--- config.mk ---
export PLATFORM = sky130hd
export DESIGN_NAME = io_master
export DESIGN_NICKNAME = d
export VERILOG_FILES = /design/src/rtl/io_master.sv
export SDC_FILE = /design/constraint.sdc
export NUM_CORES = 1
export LEC_CHECK = 0
export ABC_AREA = 1
export CAP_MARGIN = 20
export CORE_AREA = 2 2 128 99
export DETAILED_ROUTE_END_ITERATION = 12
export DIE_AREA = 0 0 130 101
export GPL_TIMING_DRIVEN = 0
export PLACE_DENSITY = 0.79
export SYNTH_ARGS = -nofsm -noshare
export SYNTH_HDL_FRONTEND = slang
export SYNTH_SLANG_ARGS = --single-unit
--- constraint.sdc ---
create_clock -name clk -period 1.9 [get_ports clk]
set_clock_uncertainty 0.15 [all_clocks]
set_input_delay 0.38 -clock clk [delete_from_list [all_inputs] [get_ports clk]]
set_output_delay 0.38 -clock clk [all_outputs]
set_load 0.1 [all_outputs]
--- src/rtl/io_master.sv ---
// Single-outstanding bridge from a core load/store port to a one-cycle I/O bus.
// Partial stores are carried out as read-modify-write; out-of-window requests are answered without a bus cycle.
module io_master #(
   parameter logic [23:0] IO_BASE = 24'h800000
) (
   input  logic        clk,
   input  logic        resetb,
   input  logic        req_valid,
   output logic        req_ready,
   input  logic [31:0] req_addr,
   input  logic        req_we,
   input  logic [3:0]  req_be,
   input  logic [31:0] req_wdata,
   output logic        rsp_valid,
   output logic [31:0] rsp_rdata,
   output logic        rsp_err,
   output logic [7:0]  io_addr,
   output logic        io_en,
   output logic        io_we,
   output logic [31:0] io_data_write,
   input  logic [31:0] io_data_read,
   output logic [1:0]  dbg_state
);

   typedef enum logic [1:0] {
      S_IDLE = 2'd0,
      S_RD   = 2'd1,
      S_WR   = 2'd2,
      S_RESP = 2'd3
   } state_e;

   state_e      state_q, state_d;
   logic [7:0]  addr_q, addr_d;
   logic        we_q, we_d;
   logic [3:0]  be_q, be_d;
   logic [31:0] wdata_q, wdata_d;
   logic [31:0] rdata_q, rdata_d;
   logic [31:0] wr_data_q, wr_data_d;
   logic        err_q, err_d;
   logic [31:0] merged;
   logic        unused_addr_lsb;

   // Byte lanes come from the address through req_be, so the low address bits carry nothing.
   assign unused_addr_lsb = &{1'b0, req_addr[1:0]};

   always_comb begin
      merged = '0;
      for (int i = 0; i < 4; i++) begin
         merged[8*i +: 8] = be_q[i] ? wdata_q[8*i +: 8] : io_data_read[8*i +: 8];
      end
   end

   always_comb begin
      state_d   = state_q;
      addr_d    = addr_q;
      we_d      = we_q;
      be_d      = be_q;
      wdata_d   = wdata_q;
      rdata_d   = rdata_q;
      wr_data_d = wr_data_q;
      err_d     = err_q;
      case (state_q)
         S_IDLE: begin
            if (req_valid) begin
               we_d    = req_we;
               be_d    = req_be;
               wdata_d = req_wdata;
               if ((req_addr[31:8] != IO_BASE) || (req_we && (req_be == 4'h0))) begin
                  err_d   = 1'b1;
                  state_d = S_RESP;
               end else begin
                  // io_addr only moves for requests that will actually use the bus.
                  err_d  = 1'b0;
                  addr_d = {req_addr[7:2], 2'b00};
                  if (req_we && (req_be == 4'hF)) begin
                     wr_data_d = req_wdata;
                     state_d   = S_WR;
                  end else begin
                     state_d = S_RD;
                  end
               end
            end
         end
         S_RD: begin
            rdata_d = io_data_read;
            if (we_q) begin
               wr_data_d = merged;
               state_d   = S_WR;
            end else begin
               state_d = S_RESP;
            end
         end
         S_WR:    state_d = S_RESP;
         S_RESP:  state_d = S_IDLE;
         default: state_d = S_IDLE;
      endcase
   end

   always_ff @(posedge clk or negedge resetb) begin
      if (!resetb) begin
         state_q   <= S_IDLE;
         addr_q    <= '0;
         we_q      <= 1'b0;
         be_q      <= '0;
         wdata_q   <= '0;
         rdata_q   <= '0;
         wr_data_q <= '0;
         err_q     <= 1'b0;
      end else begin
         state_q   <= state_d;
         addr_q    <= addr_d;
         we_q      <= we_d;
         be_q      <= be_d;
         wdata_q   <= wdata_d;
         rdata_q   <= rdata_d;
         wr_data_q <= wr_data_d;
         err_q     <= err_d;
      end
   end

   // Bus strobes decode from state alone, so reset drops them without a clock.
   assign req_ready     = (state_q == S_IDLE);
   assign io_en         = (state_q == S_RD) || (state_q == S_WR);
   assign io_we         = (state_q == S_WR);
   assign io_addr       = addr_q;
   assign io_data_write = wr_data_q;
   assign rsp_valid     = (state_q == S_RESP);
   assign rsp_err       = (state_q == S_RESP) && err_q;
   assign rsp_rdata     = ((state_q == S_RESP) && !we_q && !err_q) ? rdata_q : 32'h0;
   assign dbg_state     = state_q;

endmodule

==> results of run 1 <==
[kinds of logic (layout without fill, tap and decap cells)]
family          count (synthesis)  after routing  synth area share (%)
other cells                     1              2                0.0706
flops                         110            110                  51.8
fa+ha+maj                       5              5                  1.18
compound gates                144            144                  14.4
buf+inv                       142            360                  11.0
simple gates                  280            280                  21.5
[registers in the layout, indices dropped and copies added, names as in the netlist]
register       count
io_addr            6
io_data_write     32
rdata_q           32
err_q              1
we_q               1
be_q               4
wdata_q           32
dbg_state          2
[Yosys cell counts]
cell type / number
a21oi_1: 2
and2_1: 2
buf_1: 1
buf_2: 9
buf_4: 5
buf_6: 3
clkbuf_1: 22
conb_1: 1
dfrtp_1: 110
ha_1: 5
inv_1: 101
inv_2: 1
nand2_1: 157
nand2_2: 1
nand2_4: 2
nand3_1: 36
nand3_2: 1
nand3b_1: 1
nor2_1: 76
nor2_2: 3
nor3_2: 1
o211ai_1: 1
o21a_1: 1
o21ai_0: 101
o21ai_1: 7
o22ai_1: 32
[area by class of cell]
| cell class | instances | area share, % |
|---|---|---|
| flip-flops and latches | 110 | 31.0 |
| repair buffers | 205 | 28.3 |
| multi-input cells | 431 | 26.3 |
| inverters | 102 | 4.40 |
| plain buffers | 38 | 4.13 |
| clock buffers | 10 | 2.68 |
| well taps | 166 | 2.33 |
| clock inverters | 5 | 0.913 |
[final timing paths]
| kind | startpoint | end | slack, ns | cells after the start |
|---|---|---|---|---|
| setup / recovery | dbg_state[0] | rsp_rdata[22] | -0.37 | 6 |
| min in group clk | io_data_write[24] | io_data_write[24] | 0.32 | 2 |
| hold / removal | resetb | rdata_q[17] | -0.01 | 1 |
| max in group asynchronous | resetb | dbg_state[0] | 0.86 | 2 |
| hold reg to reg | io_data_write[24] | io_data_write[24] | 0.32 | 2 |
| setup reg to reg | dbg_state[0] | io_data_write[10] | -0.03 | 9 |
[through the flow]
step                      instance area [µm²]  total power (µW)  cells
after detailed placement                 7610             12000   1028
after floorplan                          5590              9950    683
final                                    8910             15100   1067
after CTS                                8640             14500   1055
after global routing                     8910             16000   1067
after global placement                   7580             11900   1027
[routing by layer]
| metal | GRT usage (%) | up-vias | share of wire (%) |
|---|---|---|---|
| li1 | - | 2569 | - |
| met1 | 35.6 | 2534 | 43 |
| met2 | 43.3 | 244 | 47 |
| met3 | 6.42 | 29 | 8.4 |
| met4 | 8.02 | 0 | 2.0 |
| met5 | 0 | - | 0 |
[report_power, final]
group	internal [µW]	total, µW	switching [µW]
Sequential	3420	3910	491
Combinational	2850	9150	6300
Clock	1190	2050	861
Total	7450	15100	7650
[what timing repair did]
action	4_1_cts	5_1_grt
pin swaps	6	16
endpoints found under the setup margin	146	115
gates cloned	4	2
gates resized for setup	487	59
endpoints found under the hold margin	0	0
buffers inserted	9	11
==> reports/metrics.cfg, run 1 <==
[sta]
worst_slew_pin_slew_ns=0.964
grt_setup_unrepaired=yes
timing.fmax_ghz=0.441
slew_headroom_pct=36.0
period_share_pct=119
finalHoldViolCount=14
period_needed_ns=2.27
whs_ns=-0.0100
maxSlewViolCount=0
fin_setup_tns_ns=-12.47
fin_ws_ns=-0.370
setup_violations=44

[critical_path]
arrival_ns=1.74
startpoint_type=flip-flop
cp_cell_sequence=ha_4, nand3b_1, buf_8, clkbuf_16, nor2_4, buf_12
max_stage_delay_ns=0.51
setup.worst_path.end_class=output pin
required_ns=1.37
crit_fanout=8
critPathSlowestCell=dfrtp_4
critPathBufInv=3
crit_type=reg2out
critPathTopFamily=buffers and inverters

[layout]
final_common_cell=nand2_1
multi_input_area_mm2=0.00234
fillerInstances=841
syn_to_final_growth_pct=67.7
drive_above_1_share_pct=23.0
n_antenna_cell=0
final_core_util_pct=74.5
seq_area_mm2=0.00276
nNetsFinal=1006
mostFrequentLayoutCells=156 x nand2_1, 108 x dfrtp_1, 100 x clkdlybuf4s50_1

[cts]
clk_pin_slew_ns=0.07
numCtsBuffers=9
clockBufferDepth=2
cts_sinks=110
cts.htree.levels=3
cts_hold_buf=0
cts_root_buffer=clkbuf_16
insertion_delay_ns=0.35
cts_tree=yes

[yosys]
ys_warn_count=0
yosysUniqueCellTypes=26
synth_top_area_share_pct=51.8
syn-cell-area_mm2=0.00531
synth_cells=682
yosysTopAreaCell=dfrtp_1
synth_area_leaders=dfrtp_1 52%, nand2_1 11%, o21ai_0 9.5%
yosys_register_bits=110
synth_seq_area_share_pct=51.8
synth.avg_cell_area_um2=7.79

[floorplan]
start_util_pct=44.4
design.die.area_mm2=0.0131
ios=183
core_area_mm2=0.0120
rows=35
dieWidth_um=130
die_h_um=101

[global_route]
grt_max_degree=65
grt-ovfl-total=0
antenna_found_initial=0
grt_pass1_wl_um=27000
track_usage_pct=26.6
grt_pass1_vias=5413

[routing]
drtIter0Drc=352
drc=0
wirelength_um=17200
wl_per_cell_um=16.1
via_per_inst=5.04
num_vias=5376
ant_nets=0
first_pass_iters=5

[outcome]
status=complete, but fails checks
violations=negative hold slack, negative setup slack

[power]
leakagePower_uw=0.00412
power_density_mw_per_mm2=1700
peakVddDrop_mv=2.35

[min_path]
hold_path.class=in2async

[placed_design]
port_buffers=178
gp_congestion=0.848
post-dp-hpwl_um=11600
post-place-ws_ns=-1.16

[flow_run]
max_cap_violations=0

No activity file was read; power rests on OpenSTA's default activity.
==> inputs of run 2 (changes only) <==
--- a/config.mk
+++ b/config.mk
@@ -6,8 +6,10 @@
 export NUM_CORES = 1
 export LEC_CHECK = 0
 export ABC_AREA = 1
+export ABC_CLOCK_PERIOD_IN_PS = 1900
 export CAP_MARGIN = 20
 export CORE_AREA = 2 2 128 99
+export CTS_BUF_LIST = sky130_fd_sc_hd__clkbuf_8 sky130_fd_sc_hd__clkbuf_16
 export DETAILED_ROUTE_END_ITERATION = 12
 export DIE_AREA = 0 0 130 101
 export GPL_TIMING_DRIVEN = 0
==> results of run 2 <==
Same layout as run 1: the final DEF is identical, and so are final timing and power.
==> inputs of run 3 (changes only) <==
--- a/config.mk
+++ b/config.mk
@@ -12,8 +12,7 @@
 export CTS_BUF_LIST = sky130_fd_sc_hd__clkbuf_8 sky130_fd_sc_hd__clkbuf_16
 export DETAILED_ROUTE_END_ITERATION = 12
 export DIE_AREA = 0 0 130 101
-export GPL_TIMING_DRIVEN = 0
-export PLACE_DENSITY = 0.79
+export PLACE_DENSITY = 0.89
 export SYNTH_ARGS = -nofsm -noshare
 export SYNTH_HDL_FRONTEND = slang
 export SYNTH_SLANG_ARGS = --single-unit
==> run 3 against run 2 <==
The run ends with negative setup slack left. Cell count fell by 0.75%. Wire length rose by 5.9%. First-iteration DRC count increased by 43%. Critical endpoint is now rsp_rdata[10]. Largest cell class unchanged.
==> reports/metrics.cfg, run 3 (synthesis gave the netlist of run 1 again) <==
[global_route]
grt_max_degree=111  ; +71%
grt_pass1_wl_um=28000  ; +3.8%
track_usage_pct=27.7  ; +1.0 points
antenna_found_initial=0  ; unchanged
grt-ovfl-total=0  ; unchanged
grt_pass1_vias=5551  ; +2.5%

[routing]
ant_nets=0  ; unchanged
via_per_inst=5.15  ; +2.1%
drc=0  ; unchanged
first_pass_iters=5  ; unchanged
num_vias=5449  ; +1.4%
drtIter0Drc=505  ; +43%
wl_per_cell_um=17.2  ; +6.7%
wirelength_um=18200  ; +5.9%

[critical_path]
r2r_setup_slack_ns=-0.25  ; -0.22 ns
reg2reg_depth=12  ; +3
crit_fanout=10  ; +2
regToRegStartpoint=dbg_state[0]
startpoint_type=flip-flop
crit_type=reg2out
r2r_end=io_data_write[23]
setup.worst_path.end_class=output pin
required_ns=1.37  ; about the same
arrival_ns=1.72  ; -0.02 ns

[sta]
grt_setup_unrepaired=yes
period_share_pct=118  ; -1.0 points
setup_violations=72  ; +64%
finalHoldViolCount=0  ; -14
fin_ws_ns=-0.350  ; +0.0199 ns
maxSlewViolCount=0  ; unchanged
period_needed_ns=2.25  ; -0.0199 ns
timing.fmax_ghz=0.444  ; +0.88%
slew_headroom_pct=58.9  ; +23 points
worst_slew_pin_slew_ns=0.616  ; -0.348 ns

[floorplan]
die_h_um=101  ; unchanged
start_util_pct=44.4  ; unchanged
dieWidth_um=130  ; unchanged
rows=35  ; unchanged
design.die.area_mm2=0.0131  ; unchanged
ios=183  ; unchanged
core_area_mm2=0.0120  ; unchanged

[layout]
mostFrequentLayoutCells=132 x nand2_1, 108 x dfrtp_1, 100 x clkdlybuf4s50_1
nNetsFinal=997  ; -0.89%
n_antenna_cell=0  ; unchanged
final_common_cell=nand2_1
drive_above_1_share_pct=25.9  ; +2.9 points
fillerInstances=737  ; -12%
syn_to_final_growth_pct=76.7

[cts]
numCtsBuffers=9  ; unchanged
insertion_delay_ns=0.35  ; about the same
clockBufferDepth=2  ; unchanged
clk_pin_slew_ns=0.07  ; about the same
cts_tree=yes
cts_root_buffer=clkbuf_16
cts.htree.levels=3  ; unchanged
cts_sinks=110  ; unchanged

[min_path]
hp-start=wdata_q[19]
hold_depth=2
hold_end=wdata_q[19]
hold_path.class=reg2reg

[power]
finalPower_uw=16800  ; +12%
power_density_mw_per_mm2=1790  ; +5.9%
leakagePower_uw=0.00429  ; +4.0%
peakVddDrop_mv=1.92  ; -18%

[outcome]
violations=negative setup slack
status=complete, but fails checks

[flow_run]
max_cap_violations=0  ; unchanged

[placed_design]
gp_congestion=0.819  ; -3.3%
post-place-ws_ns=-0.325  ; +0.836 ns
post-dp-hpwl_um=11500  ; -0.69%
port_buffers=178  ; unchanged

[run 3: per-layer routing]
layer  vias to the layer above  routed length, µm  GRT usage (%)
met1                      2570               7300           35.1
met3                        33               1620           7.75
met5                         -                  0              0
met4                         0                406           8.77
li1                       2562                  -              -
met2                       284               8920           46.0
[run 3: timing repair]
item	in CTS	in global routing
endpoints found under the hold margin	53	0
setup buffers	15	6
cloned	4	5
gates resized for setup	48	37
hold buffers	1	0
pin swaps	8	8
endpoints found under the setup margin	68	117
[run 3: through the flow]
stage               TNS [ns]  utilization (%)  hold slack [ns]  std cells  cell area [µm²]
floorplan             -34.65                -          -0.0656        683             5590
global placement       -9.71             70.5            0.316       1015             8430
detailed placement    -11.03             70.5            0.325       1015             8430
CTS                   -15.74             76.1            0.342       1051             9100
global route          -22.34             78.5            0.359       1059             9390
finish                -17.82             78.5            0.337       1059             9390
[run 3: worst max-delay path: stages, from the launching register on]
cell and delay, ns:
dfrtp_4 0.51, ha_4 0.17, nand3b_1 0.10, buf_4 0.17, buf_12 0.19, nor2_4 0.06
buf_12 0.16
[run 3: area by class of cell]
| cell class | count | area (µm²) | share of cell area, % |
|---|---|---|---|
| Clock buffer | 9 | 225 | 2.40 |
| Timing Repair Buffer | 231 | 3240 | 34.5 |
| Sequential cell | 110 | 2760 | 29.4 |
| Tap cell | 166 | 208 | 2.21 |
| Multi-Input combinational cell | 434 | 2480 | 26.5 |
| Clock inverter | 7 | 72.6 | 0.773 |
| Inverter | 102 | 400 | 4.26 |
[run 3: how the worst max path moves through the flow]
stage / cells past startpoint / to / from / slack (ns)
6_report: 6 / rsp_rdata[10] / dbg_state[1] / -0.35
5_1_grt: 6 / rsp_rdata[11] / dbg_state[1] / -0.40
4_1_cts: 6 / rsp_rdata[10] / dbg_state[1] / -0.33
3_5_place_dp: 10 / io_data_write[4] / req_addr[31] / -0.32
3_3_place_gp: 10 / io_data_write[11] / req_addr[31] / -0.28
2_1_floorplan: 4 / rsp_rdata[10] / dbg_state[1] / -0.70
[run 3: report_power, final]
part	internal (µW)	switching [µW]	leakage [µW]	total, µW
logic	4060	6620	0.00277	10700
registers	3420	828	0.00137	4240
clock network	1030	897	0.000147	1930
total	8510	8340	0.00429	16800
